===== src/rtl/serial_subtractor_pkg.sv =====
// Shared definitions for the bit-serial subtractor: state encodings,
// default geometry and the signed-overflow rule used when flags are registered.
package serial_subtractor_pkg;

    localparam int DEFAULT_WIDTH = 32;
    localparam int DEFAULT_STEP  = 1;

    typedef enum logic [1:0] {
        IDLE = 2'd0,
        RUN  = 2'd1,
        DONE = 2'd2
    } stateT;

    // Subtraction overflows only when the operand signs differ and the
    // result sign departs from the minuend sign.
    function automatic logic subOverflow(input logic aMsb, input logic bMsb, input logic resMsb);
        return (aMsb ^ bMsb) & (resMsb ^ aMsb);
    endfunction

endpackage


===== src/rtl/serial_subtractor_sub_slice.sv =====
// STEP-bit ripple of full adders; the subtrahend arrives already inverted,
// so a carry-in of 1 on the first slice completes the two's-complement negate.
module serial_subtractor_sub_slice #(
    parameter int STEP = 1
) (
    input  logic [STEP-1:0] a,
    input  logic [STEP-1:0] b_inv,
    input  logic            cin,
    output logic [STEP-1:0] sum,
    output logic            cout
);

    logic carry;

    always_comb begin
        carry = cin;
        sum   = '0;
        for (int i = 0; i < STEP; i++) begin
            sum[i] = a[i] ^ b_inv[i] ^ carry;
            carry  = (a[i] & b_inv[i]) | (carry & (a[i] ^ b_inv[i]));
        end
        cout = carry;
    end

endmodule


===== src/rtl/serial_subtractor.sv =====
// Multi-cycle A - B: processes STEP bits per cycle LSB first, then holds
// result and carryout/overflow/zero behind a valid/ready output handshake.
module serial_subtractor
    import serial_subtractor_pkg::*;
#(
    parameter int WIDTH = DEFAULT_WIDTH,
    parameter int STEP  = DEFAULT_STEP
) (
    input  logic             clk,
    input  logic             reset,
    input  logic             in_valid,
    output logic             in_ready,
    input  logic [WIDTH-1:0] operandA,
    input  logic [WIDTH-1:0] operandB,
    output logic             out_valid,
    input  logic             out_ready,
    output logic [WIDTH-1:0] result,
    output logic             carryout,
    output logic             overflow,
    output logic             zero
);

    localparam int SLICES = WIDTH / STEP;
    localparam int CNT_W  = $clog2(SLICES) + 1;
    localparam logic [CNT_W-1:0] TERM_CNT = CNT_W'(SLICES - 1);

    stateT state;
    stateT stateNext;

    logic [WIDTH-1:0] aReg;
    logic [WIDTH-1:0] bInvReg;
    logic [WIDTH-1:0] sumShift;
    logic [WIDTH-1:0] sumShiftNext;
    logic             carryReg;
    logic [CNT_W-1:0] sliceCnt;
    logic             aMsb;
    logic             bMsb;

    logic [STEP-1:0]  sliceSum;
    logic             sliceCout;
    logic             accept;
    logic             lastSlice;

    always_ff @(posedge clk or posedge reset) begin
        if (reset) begin
            state <= IDLE;
        end else begin
            state <= stateNext;
        end
    end

    // Handshake outputs are pure state decodes; no input feeds them combinationally.
    always_comb begin
        stateNext = state;
        in_ready  = 1'b0;
        out_valid = 1'b0;
        accept    = 1'b0;
        lastSlice = 1'b0;
        case (state)
            IDLE: begin
                in_ready = 1'b1;
                if (in_valid) begin
                    accept    = 1'b1;
                    stateNext = RUN;
                end
            end
            RUN: begin
                if (sliceCnt == TERM_CNT) begin
                    lastSlice = 1'b1;
                    stateNext = DONE;
                end
            end
            DONE: begin
                out_valid = 1'b1;
                if (out_ready) begin
                    stateNext = IDLE;
                end
            end
            default: begin
                stateNext = IDLE;
            end
        endcase
    end

    serial_subtractor_sub_slice #(
        .STEP (STEP)
    ) uSubSlice (
        .a     (aReg[STEP-1:0]),
        .b_inv (bInvReg[STEP-1:0]),
        .cin   (carryReg),
        .sum   (sliceSum),
        .cout  (sliceCout)
    );

    // New sum bits enter at the MSB end; after SLICES shifts the first slice sits at bit 0.
    assign sumShiftNext = WIDTH'({sliceSum, sumShift} >> STEP);

    always_ff @(posedge clk or posedge reset) begin
        if (reset) begin
            aReg     <= '0;
            bInvReg  <= '0;
            sumShift <= '0;
            carryReg <= 1'b0;
            sliceCnt <= '0;
            aMsb     <= 1'b0;
            bMsb     <= 1'b0;
            result   <= '0;
            carryout <= 1'b0;
            overflow <= 1'b0;
            zero     <= 1'b0;
        end else if (accept) begin
            aReg     <= operandA;
            bInvReg  <= ~operandB;
            sumShift <= '0;
            carryReg <= 1'b1;
            sliceCnt <= '0;
            aMsb     <= operandA[WIDTH-1];
            bMsb     <= operandB[WIDTH-1];
        end else if (state == RUN) begin
            aReg     <= aReg >> STEP;
            bInvReg  <= bInvReg >> STEP;
            sumShift <= sumShiftNext;
            carryReg <= sliceCout;
            sliceCnt <= sliceCnt + CNT_W'(1);
            if (lastSlice) begin
                result   <= sumShiftNext;
                carryout <= sliceCout;
                overflow <= subOverflow(aMsb, bMsb, sumShiftNext[WIDTH-1]);
                zero     <= ~|sumShiftNext;
            end
        end
    end

endmodule


===== config.mk =====
export PLATFORM = sky130hd
export DESIGN_NAME = serial_subtractor
export DESIGN_NICKNAME = d
export VERILOG_FILES = /design/src/rtl/serial_subtractor_pkg.sv /design/src/rtl/serial_subtractor_sub_slice.sv /design/src/rtl/serial_subtractor.sv
export SDC_FILE = /design/constraint.sdc
export NUM_CORES = 1
export LEC_CHECK = 0
export BUFFER_PORTS_ARGS = -buffer_cell sky130_fd_sc_hd__buf_2
export CELL_PAD_IN_SITES_DETAIL_PLACEMENT = 0
export CELL_PAD_IN_SITES_GLOBAL_PLACEMENT = 1
export CORE_ASPECT_RATIO = 0.9
export CORE_UTILIZATION = 29
export CTS_BUF_LIST = sky130_fd_sc_hd__clkbuf_4 sky130_fd_sc_hd__clkbuf_8
export DETAILED_ROUTE_END_ITERATION = 10
export PLACE_DENSITY_LB_ADDON = 0.1
export SKIP_LAST_GASP = 1
export SYNTH_ARGS = -nofsm -noshare
export SYNTH_HDL_FRONTEND = slang
export SYNTH_SLANG_ARGS = --single-unit

===== constraint.sdc =====
create_clock -name clk -period 7.5 [get_ports clk]
set_clock_uncertainty 0.05 [all_clocks]
set_input_delay 0.75 -clock clk [delete_from_list [all_inputs] [get_ports clk]]
set_output_delay 0.75 -clock clk [all_outputs]
set_load 0.02 [all_outputs]

==> results of run 1 <==
-- Yosys cell counts, drive strengths merged --
master  count  share of area
a221o      31          0.053
a22o        1         0.0015
a22oi      31          0.040
buf         9          0.011
clkbuf     29          0.019
dfrtp     141           0.60
fa          1         0.0034
ha          1         0.0021
inv         2         0.0013
mux2       34          0.084
nand2     139          0.089
nand2b      3         0.0032
nand3      36          0.031
nand3b      1         0.0013
nand4       2         0.0021
nor2       32          0.021
nor2b       1         0.0011
nor3        1        0.00086
nor3b       2         0.0026
nor4        8         0.0086
o211ai      1         0.0013
o21ai       8         0.0069
o21bai      1         0.0013
o311ai      1         0.0015
o31ai       2         0.0026
o41ai       2         0.0030
or3b        1         0.0015
or4         1         0.0013
xor2        1         0.0015
-- stage by stage --
stage	std cells	hold WS [ns]	power, mW
final	877	0.363	2.48
after global placement	845	0.408	1.85
after floorplan	523	0.396	1.65
after detailed placement	845	0.413	1.87
after global routing	877	0.403	2.65
after CTS	877	0.379	2.51
-- cell families (layout without fill, tap and decap cells) --
family / Yosys count / count (layout) / share of synthesized area
XOR/XNOR: 1 / 1 / 0.00150
multiplexers: 34 / 34 / 0.0835
buffers and inverters: 40 / 144 / 0.0311
AO/OA/AOI/OAI: 78 / 78 / 0.111
AND/OR/NAND/NOR: 227 / 227 / 0.163
flip-flops: 141 / 141 / 0.604
adder cells (fa/ha/maj): 2 / 2 / 0.00557
-- report_power, final --
part           internal (mW)  switching, mW
Combinational          0.285          0.334
Clock                  0.348          0.286
Sequential              1.02          0.199
Total                   1.66          0.820
-- layer usage --
layer | wire length [um] | GRT usage
met4 | 206 | 0.0517
met2 | 6000 | 0.203
met3 | 807 | 0.0470
met5 | 35 | 0
met1 | 6720 | 0.199
-- how the worst min path moves through the flow --
stage	cells past startpoint	slack, ns	to
5_1_grt	2	0.40	bInvReg[29]$_DFFE_PP0P_
3_5_place_dp	2	0.41	aReg[21]$_DFFE_PP0P_
2_1_floorplan	2	0.40	aReg[10]$_DFFE_PP0P_
4_1_cts	2	0.38	bInvReg[28]$_DFFE_PP0P_
3_3_place_gp	2	0.41	aReg[12]$_DFFE_PP0P_
6_report	2	0.36	bInvReg[28]$_DFFE_PP0P_
-- final cells by class --
class                      instances  area, um^2  share of cell area
tap                              250         313              0.0448
inverter                           2        12.5             0.00179
multi-input combinational        342        2160               0.309
timing repair buffer             110         566              0.0810
clock inverter                     6        82.6              0.0118
sequential                       141        3530               0.505
clock buffer                      26         327              0.0468
-- critical path: stages (launching register included) --
cell	delay [ns]
dfrtp_1	0.48
nand2b_1	0.20
or4_2	1.20
mux2_4	0.47
-- registers in the layout, indices dropped and copies added (netlist names) --
| name | count |
|---|---|
| aReg | 32 |
| bInvReg | 32 |
| result | 32 |
| sumShift | 31 |
| sliceCnt | 6 |
| state | 2 |
| aMsb | 1 |
| bMsb | 1 |
| carryReg | 1 |
| carryout | 1 |
| overflow | 1 |
| zero | 1 |
==> summary.md, run 1 <==
| Metric | Value |
|---|---|
| Startpoint Class | `register` |
| F_max | `roughly 0.4 GHz` |
| HP Class | `in2async` |
| Htree depth | `4` |
| Die height | `137 um` |
| Worst-path clk slew | `about 0.080 ns` |
| Drt drc | `0` |
| R2R depth | `3` |
| Worst Setup SP | `state[1]$_DFFE_PP0P_` |
| RSZ-0062 raised after global routing | `no` |
| Final period util | `0.337` |
| CTS-repair resized insts | `0` |
| # diodes | `0` |
| Utilization after layout | `0.359` |
| Yosys warns | `0` |
| Worst r2r dst | `result[24]$_DFFE_PP0P_` |
| Area Growth Syn to Fin | `19.6%` |
| Yosys reg bits | `141` |
| Clk sinks | `between 100 and 150` |
| Critical path endpoint | `result[24]$_DFFE_PP0P_` |
| Final hold viol count | `0` |
| Cell Rows | `48` |
| Max_cap viols | `0` |
| Slew Limit Fails | `0` |
| PD cells | `355 mW/mm^2` |
| CP endpoint kind | `register` |
| Worst slew margin | `0.255` |
| PnR worst setup slack | `approximately 5 ns` |
| DP Area | `approximately 0.0066 mm^2` |
| Final instance area | `roughly 0.007 mm^2` |
| Root buffer selected by CTS | `clkbuf_8` |
| Worst-Skew Late Latency | `around 0.44 ns` |
| WS Path Type | `reg2reg` |
| Endpoint required time on the critical path | `7.78 ns` |
| WL/cell | `approximately 16 um` |
| CP arrival | `roughly 2.8 ns` |
| Share of cells above drive strength 1 | `0.290` |
| CTS tree | `yes` |
| Die width | `152 um` |
| Average vias per placed instance | `about 4.8` |
| Starting DRC count in detailed routing | `between 200 and 250` |
| Commonest non-fill, non-tap cells in the layout | `dfrtp_1 (141), nand2_1 (139), buf_2 (104)` |
| Die area | `approximately 0.021 mm^2` |
| Port bufs | `approximately 100` |
| Post-CTS Setup Bufs | `0` |
| Initial antenna violation count | `3` |
| TNS Setup | `0 ns` |
| Cts hold-fix bufs | `0` |
| Yosys cell types | `32` |
| Largest net degree at the start of global routing | `75` |
| DP HPWL | `8.38 mm` |
| First-pass GRT wire length | `roughly 23 mm` |
| Vias in the first global route | `4262` |
| Fillers | `2012` |
| Synth Cell Area | `around 0.0058 mm^2` |
| Most common cell after layout, fill and taps aside | `dfrtp_1` |
| Pre-CTS setup slack | `a little under 5 ns` |
| Sequential share of the synthesized area | `0.604` |
| GRT Overall Usage | `0.142` |
| Post-Syn Nets | `593` |
| RePlAce Congestion | `a little over 0.7` |
| GRT overflow | `0` |
| Least-Margin Pin Slew | `between 1 and 1.5 ns` |
| Lkg Pwr | `roughly 3.7 nW` |
| Worst reg-to-reg setup slack | `between 4 and 5 ns` |
| Post-Route WL | `between 10 and 15 mm` |
| CTS Buffer Depth | `2` |
| Total CTS buffers | `17` |
| Post-route minimum period | `roughly 2.5 ns` |
| Total vias in the final route | `4232` |
| Syn avg cell area | `11.2 um^2` |
| IO Pins | `approximately 110` |
| RR Startpoint | `state[1]$_DFFE_PP0P_` |
| Post-DRT Antenna Nets | `0` |
| Final setup fails | `0` |
| Crit-path max FO | `36` |
| Max VDD drop | `0.120 mV` |
| Starting Density | `0.300` |
| Layout Nets | `slightly below 700` |
| Outcome | `completed` |
| Core ar. | `~0.019 mm^2` |
| Initial DRT Pass Iterations | `4` |
| Mapped Cells | `around 520` |
Power figures use the tool's default switching activity.
==> inputs of run 2 (changes only) <==
==> constraint.sdc (replaced) <==
create_clock -name clk -period 2.3 [get_ports clk]
set_clock_uncertainty 0.05 [all_clocks]
set_input_delay 0.23 -clock clk [delete_from_list [all_inputs] [get_ports clk]]
set_output_delay 0.23 -clock clk [all_outputs]
set_load 0.02 [all_outputs]
==> run 2 against run 1 <==
Net effect:
- clock-buffer cell count decreased by 4
- sequential cell count unchanged
- hold slack got worse by 0.31 ns
- clock power increased to 4.1 times the previous value
- sequential power increased to 3.3 times the previous value
- die area unchanged
==> summary.md, run 2 (synthesis results as in run 1) <==
| Metric | Value |
|---|---|
| Post-Route WL | `13.8 mm (+0.49%)` |
| Final instance area | `0.00765 mm^2 (+9.5%)` |
| Startpoint Class | `register` |
| Largest net degree at the start of global routing | `43 (-43%)` |
| Worst Setup SP | `sliceCnt[0]$_DFFE_PP0P_` |
| Delay-heaviest family, CP | `simple AND/OR/NAND/NOR gates` |
| Area Growth Syn to Fin | `31.0%` |
| Max_cap viols | `0 (unchanged)` |
| TNS Setup | `0 ns (unchanged)` |
| Share of cells above drive strength 1 | `0.289 (-0.00138)` |
| CTS tree | `yes` |
| CP endpoint kind | `register` |
| Max VDD drop | `0.389 mV (+220%)` |
| Drt drc | `0 (unchanged)` |
| CTS Buffer Depth | `2 (unchanged)` |
| WS Path Type | `reg2reg` |
| Critical Path, Cell by Cell | `ha_1 > nand2_1 > or4_2 > buf_12 > mux2_4` |
| Inst Count DP | `858 (+1.5%)` |
| Vias in the first global route | `4298 (+0.84%)` |
| Worst slew margin | `0.530 (+0.274)` |
| Final hold viol count | `0 (unchanged)` |
| Initial antenna violation count | `1 (-2)` |
| RR Startpoint | `sliceCnt[0]$_DFFE_PP0P_` |
| F_max | `0.491 GHz (+24%)` |
| Die height | `137 um (unchanged)` |
| GRT overflow | `0 (unchanged)` |
| Sw frac | `0.311 (-0.0196)` |
| Die area | `0.0207 mm^2 (unchanged)` |
| Port bufs | `104 (unchanged)` |
| Slowest stage delay, CP | `0.60 ns (-0.60 ns)` |
| Total area of sequential cells | `0.00353 mm^2 (unchanged)` |
| Post-route minimum period | `2.04 ns (-0.492 ns)` |
| WL met1 | `6.66 mm (-0.92%)` |
| Top layer in use | `met4` |
| Core ar. | `0.0195 mm^2 (unchanged)` |
| # diodes | `0 (unchanged)` |
| RePlAce Congestion | `0.706 (-2.7%)` |
| Endpoint required time on the critical path | `2.58 ns (-5.20 ns)` |
| Cell Rows | `48 (unchanged)` |
| HP Class | `in2reg` |
| Lkg Pwr | `3.99 nW (+7.9%)` |
| Wire length on met3 | `773 um (-4.2%)` |
| Final period util | `0.885 (+0.548)` |
| Root buffer selected by CTS | `clkbuf_8` |
| Total power | `8.74 mW (+250%)` |
| Non-filler cells, final | `925 (+5.5%)` |
| Fillers | `1897 (-5.7%)` |
| Sequential Power Share | `0.456 (-0.038)` |
| Total CTS buffers | `17 (unchanged)` |
| Net switching power | `2.72 mW (+230%)` |
| Pre-CTS setup slack | `0.257 ns (-4.68 ns)` |
| Slowest-stage cell, CP | `or4_2` |
| Starting DRC count in detailed routing | `212 (-8.2%)` |
| Worst Path Buf+Inv | `1 (+1)` |
| Final setup fails | `0 (unchanged)` |
| Slew Limit Fails | `0 (unchanged)` |
| Top flop regs | `aReg x32, bInvReg x32, result x32` |
| Average vias per placed instance | `4.73 (-2.1%)` |
| Clk sinks | `141 (unchanged)` |
| Cell Int Power | `6.02 mW (+260%)` |
| Comb power frac | `0.245 (-0.005)` |
| Htree depth | `4 (unchanged)` |
| Least-Margin Pin Slew | `0.704 ns (-0.413 ns)` |
| Commonest non-fill, non-tap cells in the layout | `dfrtp_1 (141), nand2_1 (139), buf_2 (104)` |
| Die width | `152 um (unchanged)` |
| CTS-repair resized insts | `0 (unchanged)` |
| DP HPWL | `9.12 mm (+8.8%)` |
| First-pass GRT wire length | `22.4 mm (-0.73%)` |
| RSZ-0062 raised after global routing | `no` |
| GRT Overall Usage | `0.142 (about the same)` |
| Utilization after layout | `0.393 (+0.0342)` |
| Multi-input logic area | `0.00216 mm^2 (unchanged)` |
| Post-DRT Antenna Nets | `0 (unchanged)` |
| Worst-path clk slew | `0.08 ns (about the same)` |
| Outcome | `completed` |
| Initial DRT Pass Iterations | `6 (+2)` |
| WL/cell | `15.0 um (-4.7%)` |
| Most common cell after layout, fill and taps aside | `dfrtp_1` |
| Post-CTS Setup Bufs | `0 (unchanged)` |
| Min-Delay Startpoint | `operandB[18]` |
| Crit-path max FO | `27 (-25%)` |
| Min Hold Slack | `0.0497 ns (-0.313 ns)` |
| IO Pins | `105 (unchanged)` |
| PnR worst setup slack | `0.265 ns (-4.71 ns)` |
| CP arrival | `2.32 ns (-0.48 ns)` |
| Clock share of power | `0.299 (+0.043)` |
| Total vias in the final route | `4371 (+3.3%)` |
| Met2 Wirelength | `6.23 mm (+3.8%)` |
| Worst-Skew Late Latency | `0.44 ns (about the same)` |
| PD cells | `1140 mW/mm^2 (+220%)` |
| DP Area | `0.00677 mm^2 (+3.0%)` |
| Cts hold-fix bufs | `35 (+35)` |
| Starting Density | `0.300 (unchanged)` |
| Layout Nets | `732 (+7.0%)` |
==> run 2: path summary, 6_finish.rpt <==
kind	cells past startpoint	end	slack, ns
worst max-delay path	5	result[10]$_DFFE_PP0P_	0.26
min in group asynchronous	3	sumShift[8]$_DFFE_PP0P_	0.39
worst min-delay path	3	bInvReg[18]$_DFFE_PP0P_	0.05
worst min register to register	2	aReg[15]$_DFFE_PP0P_	0.43
max in group asynchronous	4	bInvReg[14]$_DFFE_PP0P_	1.19
worst max register to register	5	result[10]$_DFFE_PP0P_	0.26
==> run 2: per-layer routing <==
metal  vias up  global-route usage
met3        14              0.0427
met4         0              0.0583
met1      2121               0.197
li1       2119                   -
met5         -                   0
met2       117               0.205
==> run 2: cell type report <==
type	count	area share
Clock inverter	10	0.0303
Inverter	2	0.00147
Timing Repair Buffer	158	0.146
Clock buffer	22	0.0388
Sequential cell	141	0.461
Tap cell	250	0.0409
Multi-Input combinational cell	342	0.282
==> run 2: worst min-delay path, stage by stage <==
cell     delay [ns]
buf_2          0.10
nor2_1         0.09
a221o_1        0.10
==> run 2: power groups by stage <==
stage | clock network (mW) | registers, mW | logic [mW]
2_1_floorplan | 0 | 4.01 | 1.37
3_3_place_gp | 0 | 4.02 | 2.08
3_5_place_dp | 0 | 4.03 | 2.14
4_1_cts | 2.69 | 3.99 | 2.19
5_1_grt | 2.79 | 4.12 | 2.40
6_report | 2.61 | 3.98 | 2.14
